<file path="src/rtl/game_timer.sv">
// Round countdown timer: synchronises the game FSM's state/enable, starts on entry to the
// guessing state and counts whole seconds down, flagging expiry to the FSM.
module game_timer #(
    parameter int unsigned TICKS_PER_SEC = 50_000_000,
    parameter int unsigned TIME_W        = 5
) (
    input  logic              clk,
    input  logic              rst_n,
    input  logic [1:0]        state,
    input  logic              time_f,
    input  logic [TIME_W-1:0] time_v,
    output logic              end_f,
    output logic [TIME_W-1:0] time_left,
    output logic              running,
    output logic              sec_tick
);

    localparam int unsigned     PW   = (TICKS_PER_SEC > 2) ? $clog2(TICKS_PER_SEC) : 1;
    localparam logic [PW-1:0]   PMAX = PW'(TICKS_PER_SEC - 1);
    localparam logic [1:0]      StateReady = 2'd1;
    localparam logic [1:0]      StateGuess = 2'd2;

    typedef enum logic [1:0] {StIdle, StRun, StExpired} tmr_state_e;

    logic [1:0]  st_s1, st_s2, st_prev, fs, fs_last;
    logic        tf_s1, tf_s2, tf_prev, ff;
    logic [1:0]  vcnt;
    logic        armed;
    logic        start;
    logic [PW-1:0] presc;
    tmr_state_e  tst;

    // Filters only load once the synchroniser pipeline holds real samples, and the timer
    // is armed only after a genuine non-guessing state has been seen since reset.
    always_ff @(posedge clk or negedge rst_n) begin
        if (!rst_n) begin
            st_s1   <= '0;
            st_s2   <= '0;
            st_prev <= '0;
            fs      <= '0;
            fs_last <= '0;
            tf_s1   <= 1'b0;
            tf_s2   <= 1'b0;
            tf_prev <= 1'b0;
            ff      <= 1'b0;
            vcnt    <= '0;
            armed   <= 1'b0;
        end else begin
            st_s1   <= state;
            st_s2   <= st_s1;
            st_prev <= st_s2;
            tf_s1   <= time_f;
            tf_s2   <= tf_s1;
            tf_prev <= tf_s2;
            fs_last <= fs;
            if (vcnt != 2'd3) begin
                vcnt <= vcnt + 2'd1;
            end
            if (vcnt == 2'd3 && st_s2 == st_prev) begin
                fs <= st_s2;
                if (st_s2 != StateGuess) begin
                    armed <= 1'b1;
                end
            end
            if (vcnt == 2'd3 && tf_s2 == tf_prev) begin
                ff <= tf_s2;
            end
        end
    end

    assign start = armed && ff && (fs == StateGuess) && (fs_last != StateGuess);

    always_ff @(posedge clk or negedge rst_n) begin
        if (!rst_n) begin
            tst       <= StIdle;
            end_f     <= 1'b0;
            time_left <= '0;
            running   <= 1'b0;
            sec_tick  <= 1'b0;
            presc     <= '0;
        end else begin
            sec_tick <= 1'b0;
            if (start) begin
                time_left <= time_v;
                presc     <= '0;
                if (time_v == '0) begin
                    tst     <= StExpired;
                    running <= 1'b0;
                    end_f   <= 1'b1;
                end else begin
                    tst     <= StRun;
                    running <= 1'b1;
                    end_f   <= 1'b0;
                end
            end else begin
                unique case (tst)
                    StRun: begin
                        // A guess landing on the final-tick cycle beats expiry.
                        if (fs != StateGuess) begin
                            tst     <= StIdle;
                            running <= 1'b0;
                            presc   <= '0;
                        end else if (presc == PMAX) begin
                            presc     <= '0;
                            time_left <= time_left - TIME_W'(1);
                            sec_tick  <= 1'b1;
                            if (time_left == TIME_W'(1)) begin
                                tst     <= StExpired;
                                running <= 1'b0;
                                end_f   <= 1'b1;
                            end
                        end else begin
                            presc <= presc + PW'(1);
                        end
                    end
                    StExpired: begin
                        if (fs == StateReady) begin
                            tst   <= StIdle;
                            end_f <= 1'b0;
                        end
                    end
                    default: ;
                endcase
            end
        end
    end

endmodule

</file>
<file path="config.mk">
export PLATFORM = sky130hd
export DESIGN_NAME = game_timer
export DESIGN_NICKNAME = d
export VERILOG_FILES = /design/src/rtl/game_timer.sv
export SDC_FILE = /design/constraint.sdc
export NUM_CORES = 1
export LEC_CHECK = 0
export ABC_AREA = 1
export CAP_MARGIN = 40
export CELL_PAD_IN_SITES_DETAIL_PLACEMENT = 0
export CELL_PAD_IN_SITES_GLOBAL_PLACEMENT = 1
export CORE_MARGIN = 2
export CORE_UTILIZATION = 44
export CTS_CLUSTER_DIAMETER = 120
export DETAILED_ROUTE_END_ITERATION = 10
export PLACE_DENSITY = 0.89
export SYNTH_ARGS = -nofsm -noshare
export SYNTH_HDL_FRONTEND = slang
export SYNTH_SLANG_ARGS = --single-unit
</file>
<file path="constraint.sdc">
create_clock -name clk -period 1.55 [get_ports clk]
set_input_delay 0.31 -clock clk [delete_from_list [all_inputs] [get_ports clk]]
set_output_delay 0.31 -clock clk [all_outputs]
set_load 0.05 [all_outputs]
</file>
* Yosys cells after proc, flatten, opt, wreduce, memory -nomap -nowiden
Index checks and enable logic that the tools add are counted.
Cells by class: add/sub/neg operators 3, equal/unequal tests 20, mux-type cells 32, reductions and logical operators 16
Operators with widths (number):
- 26-bit two-way mux | 4
- 26-bit by 1-bit adder with 26-bit output, second input constant | 1
- 26-bit equality test, second input constant | 1
- 5-bit two-way mux | 4
- 1-bit two-way mux | 16
- 2-bit two-way mux | 6
- 3-bit inequality test, second input constant | 4
- 2-bit inequality test, second input constant | 5
- 3-bit nonzero test | 3
- 4-bit inequality test, second input constant | 2
- 2-bit equality test, second input constant | 3
- 3-bit AND reduction | 2
- 5-bit by 1-bit equality test with 1-bit output, second input constant | 1
- 1-bit logical AND | 5
- 5-bit logical NOT | 1
- 5-bit AND reduction | 1
- 5-bit by 1-bit subtractor with 5-bit output, second input constant | 1
- 2-bit by 1-bit equality test with 1-bit output, second input constant | 2
- 2-bit case mux with 2 select lines | 1
- 4-bit AND reduction | 1
- 2-bit nonzero test | 2
- 2-bit by 1-bit adder with 2-bit output, second input constant | 1
- 2-bit equality test | 1
- 1-bit case mux with 2 select lines | 1
- other kinds (2) | 2
Word-level totals: input port bits 10, register bits after elaboration 53, output and inout bits 8, word-level logic and storage cells 88

* Logic depth before layout (Yosys ltp)
depth after elaboration 6, gate-level depth with buffers 11, mapped depth without buffers 10

* Worst setup path after synthesis
OpenSTA, ideal clock, no wires.
path kind reg-to-reg, start reg time_left[0], end reg time_left[2], period minus slack after synthesis 1.594 ns, arrival time 1.474 ns, path buffers 0, data required time 1.430 ns, path slack -0.044 ns, setup time 0.120 ns, stages on the path, launching flop included 9, cell sequence dfrtp_1 -> inv_1 -> ha_1 -> inv_1 -> nor2_1 -> o21ai_0 -> o21ai_0 -> nand3_1 -> nand2_1
On the way: longest elaborated chain between the ends 5
Ends and longest elaborated chain:
- start, declared | RTL line 13 | output logic [TIME_W-1:0] time_left,
- start signal, assigned | RTL line 84 | time_left <= time_v;
- start signal, assigned | RTL line 105 | time_left <= time_left - TIME_W'(1);
- 5-bit by 1-bit subtractor with 5-bit output | RTL line 105
- 5-bit two-way mux | RTL line 103 | end else if (presc == PMAX) begin
- 5-bit two-way mux | RTL line 99 | if (fs != StateGuess) begin
- 5-bit two-way mux | RTL line 96 | unique case (tst)
- 5-bit two-way mux | RTL line 83 | if (start) begin
No other way between the ends. The select of a mux whose other input is x is not followed. A chain may end at the register's enable or synchronous reset.

* Worst setup path after layout
start reg presc[11], end reg presc[25]
On the way: longest elaborated chain between the ends 5, elaborated cells on any way between the ends 6, those cells by class 1 x add/sub; 1 x eq/ne; 4 x mux
Ends and longest elaborated chain:
- start, declared | RTL line 30 | logic [PW-1:0] presc;
- start signal, assigned | RTL line 113 | presc <= presc + PW'(1);
- 26-bit by 1-bit adder with 26-bit output or 26-bit equality test (tied branches) | RTL line 113, 103
- 26-bit two-way mux * | RTL line 103
- 26-bit two-way mux * | RTL line 99
- 26-bit two-way mux * | RTL line 96
- 26-bit two-way mux * | RTL line 83
Mark *: on every way between the ends. The rest lies on a longest branch, timed or not. The select of a mux whose other input is x is not followed.

==> flow_metrics.tcl <==
set metrics [dict create \
    status "completed" \
    grt_pass1_vias 2260 \
    synth_nets 395 \
    nets 438 \
    antenna_found_initial 0 \
    reg2regPathDepth 9 \
    regToRegEndpoint "presc[25]" \
    worstSetupEndpointType "flop" \
    ys_seq_elements 53 \
    ctsLongestPathBuffers 2 \
    synth.distinct_cells 33 \
    synthDominantCellAreaShare_pct 45.9 \
    hold_ws_ns 0.305 \
    cts_tree "done" \
    ios 18 \
    dpl.hpwl_mm 4.31 \
    layout-drive-gt1-share_pct 19.8 \
    dr.pass1.iters 4 \
    cts-root-buf "clkbuf_8" \
    grt_max_degree 53 \
    ir_drop_v 0.00105 \
    synth_top_area_cell "dfrtp_1" \
    r2r_slack_ns 0.1 \
    coreArea_um2 6350 \
    numCtsBuffers 5 \
    final_hold_viol_count 0 \
    r2r-start "presc[11]" \
    io_buffer_count 17 \
    synth-edff-count 0 \
    fin_crit_ns 1.45 \
    die_area_um2 7240 \
    max_cap_viol_count 0 \
    syn_area_um2 2890 \
    syn_avg_cell_area_um2 7.59 \
    yosys-top-cells-area "dfrtp_1 (46%), nand2_1 (15%), nor2_1 (6.9%)" \
    worst-setup-path-type "flop to flop" \
    start_kind "flop" \
    initial_core_util_pct 45.5 \
    rsz0062_at_grt "true" \
    cp_data_required_time_ns 1.80 \
    htree_levels 2 \
    wl_per_cell_um 11.5 \
    place_congestion 0.872 \
    drt_iter0_markers 164 \
    num_rows 29 \
    die_h_um 85.1 \
    avgViaCountPerCell 4.76 \
    preCtsSetupSlack_ns 0.0283 \
    vias 2389 \
    cts_sinks 53 \
    cp_max_fo 4 \
    ant_nets 0 \
    drc 0 \
    synthesis.instances 381 \
    drt_wl_total_mm 5.80 \
    area_delta_synth_final_pct 23.5 \
    ys_warn_count 0 \
    clk_pin_slew_worst_paths_ns 0.10 \
    ys.flop_type "dfrtp_1" \
    yosysMostFrequentCell "nand2_1" \
    hold_class "input pin to asynchronous set/reset pin" \
    layout_setup_ws_ns 0.0952 \
    fin_area_um2 3570 \
    die_w_um 85.1 \
    finalSetupViolCount 0 \
    report.final.slew_viol_count 0 \
    fin_skew_ns 0.00967 \
    power_density_nw_per_um2 1200 \
    ys_seq_area_share_pct 45.9 \
    grtUsageTotal_pct 17.3 \
    worst_slew_pin_slew_ns 0.298 \
    antenna_cells 0 \
    period_share_pct 93.9 \
    critPathArrivalTime_ns 1.70 \
    grt_pass1_wl_mm 10.1 \
    clk-insertion-delay-late_ns 0.32 \
    leakage_nw 1.78 \
    synthArstFlopShare_pct 100 \
    relSlewSlack_pct 79.9 \
    fmax_mhz 687 \
    grt_overflow 0 \
    synth_commonest_cells "nand2_1 (115), dfrtp_1 (53), nor2_1 (53)" \
    placed_area_um2 3340 \
]
## timing repair
action | in CTS | in global routing
resized for setup | 0 | 24
hold endpoints to repair | 26 | 0
setup buffers | 0 | 6
hold buffers | 1 | 0
endpoints found under the setup margin | 0 | 29
## metal layers
layer / vias up / global-route usage, % / share of wire, %
met2: 51 / 26.6 / 44
met5: - / 0 / 0
met4: 0 / 5.19 / 1.2
met3: 6 / 3.02 / 4.7
li1: 1278 / - / -
met1: 1054 / 25.2 / 50
## logic make-up after synthesis
group           Yosys count  share of synthesized area (%)
compound gates           26                           5.28
xor+xnor                 10                           3.03
fa+ha+maj                 4                           1.73
buf+inv                  57                           8.14
flops                    53                           45.9
simple gates            231                           36.0
## sequential cells by signal, summed over array words and instances, names as in the netlist
register / count
tf_prev: 1
st_s1: 2
vcnt: 2
fs: 2
tst: 2
time_left: 5
running: 1
presc: 26
armed: 1
st_s2: 2
tf_s2: 1
end_f: 1
ff: 1
tf_s1: 1
st_prev: 2
sec_tick: 1
fs_last: 2
## worst max path at each step
stage | from | endpoint | slack, ns | cells after the start
finish | presc[11] | presc[25] | 0.1 | 9
CTS | presc[0] | presc[6] | 0.008 | 8
detailed placement | presc[0] | presc[6] | 0.03 | 8
floorplan | time_left[0] | time_left[2] | 0.12 | 8
global placement | presc[8] | presc[25] | 0.06 | 8
global route | presc[11] | presc[25] | -0.06 | 9
## per-stage QoR
stage | TNS (ns) | utilization (%) | cells | power [W]
floorplan | 0 | - | 381 | 0.00271
detailed placement | 0 | 52.5 | 487 | 0.00339
CTS | 0 | 54.2 | 496 | 0.00425
global route | -0.153 | 56.2 | 502 | 0.00457
finish | 0 | 56.2 | 502 | 0.00430
global placement | 0 | 52.5 | 487 | 0.00337
## critical path, stage by stage, from the launching register on
cell and delay [ns]:
dfrtp_1 0.41, buf_4 0.14, nand2_1 0.06, inv_1 0.09, nand2_1 0.13, nor2_2 0.20, nand3_1 0.15, nand2_1 0.09
nand2_1 0.05, nor2_1 0.08
## cells in the final DEF (no fill, tap or decap), types with 2 or more instances in the layout
cell type,instances
nor2_2,10
xor2_1,6
nor2_1,47
o21ai_1,2
clkbuf_8,5
nand3b_1,5
dfrtp_1,49
inv_6,2
o21ai_0,13
nand3_1,22
ha_1,4
xnor2_1,4
nor4_1,2
inv_1,47
nor2_4,5
nand2_4,3
nand2_1,111
nand2_2,9
buf_12,9
o21bai_1,3
clkdlybuf4s50_1,8
nand4_1,8
nor3_1,2
dfrtp_2,4
inv_2,4
buf_4,21
nand3_2,3
## area by class of cell
class | count | area (µm²)
Fill cell | 560 | 2780
Clock inverter | 3 | 28.8
Timing Repair Buffer | 41 | 448
Sequential cell | 53 | 1330
Inverter | 52 | 200
Clock buffer | 5 | 68.8
Multi-Input combinational cell | 271 | 1400
Tap cell | 77 | 96.3
## power breakdown
group	switching, W	internal (W)	total (W)	leakage [nW]
combinational	0.00100	0.000720	0.00172	1.06
sequential	0.000180	0.00155	0.00173	0.663
clock	0.000505	0.000339	0.000844	0.0506
(Power assumes the default switching activity.)
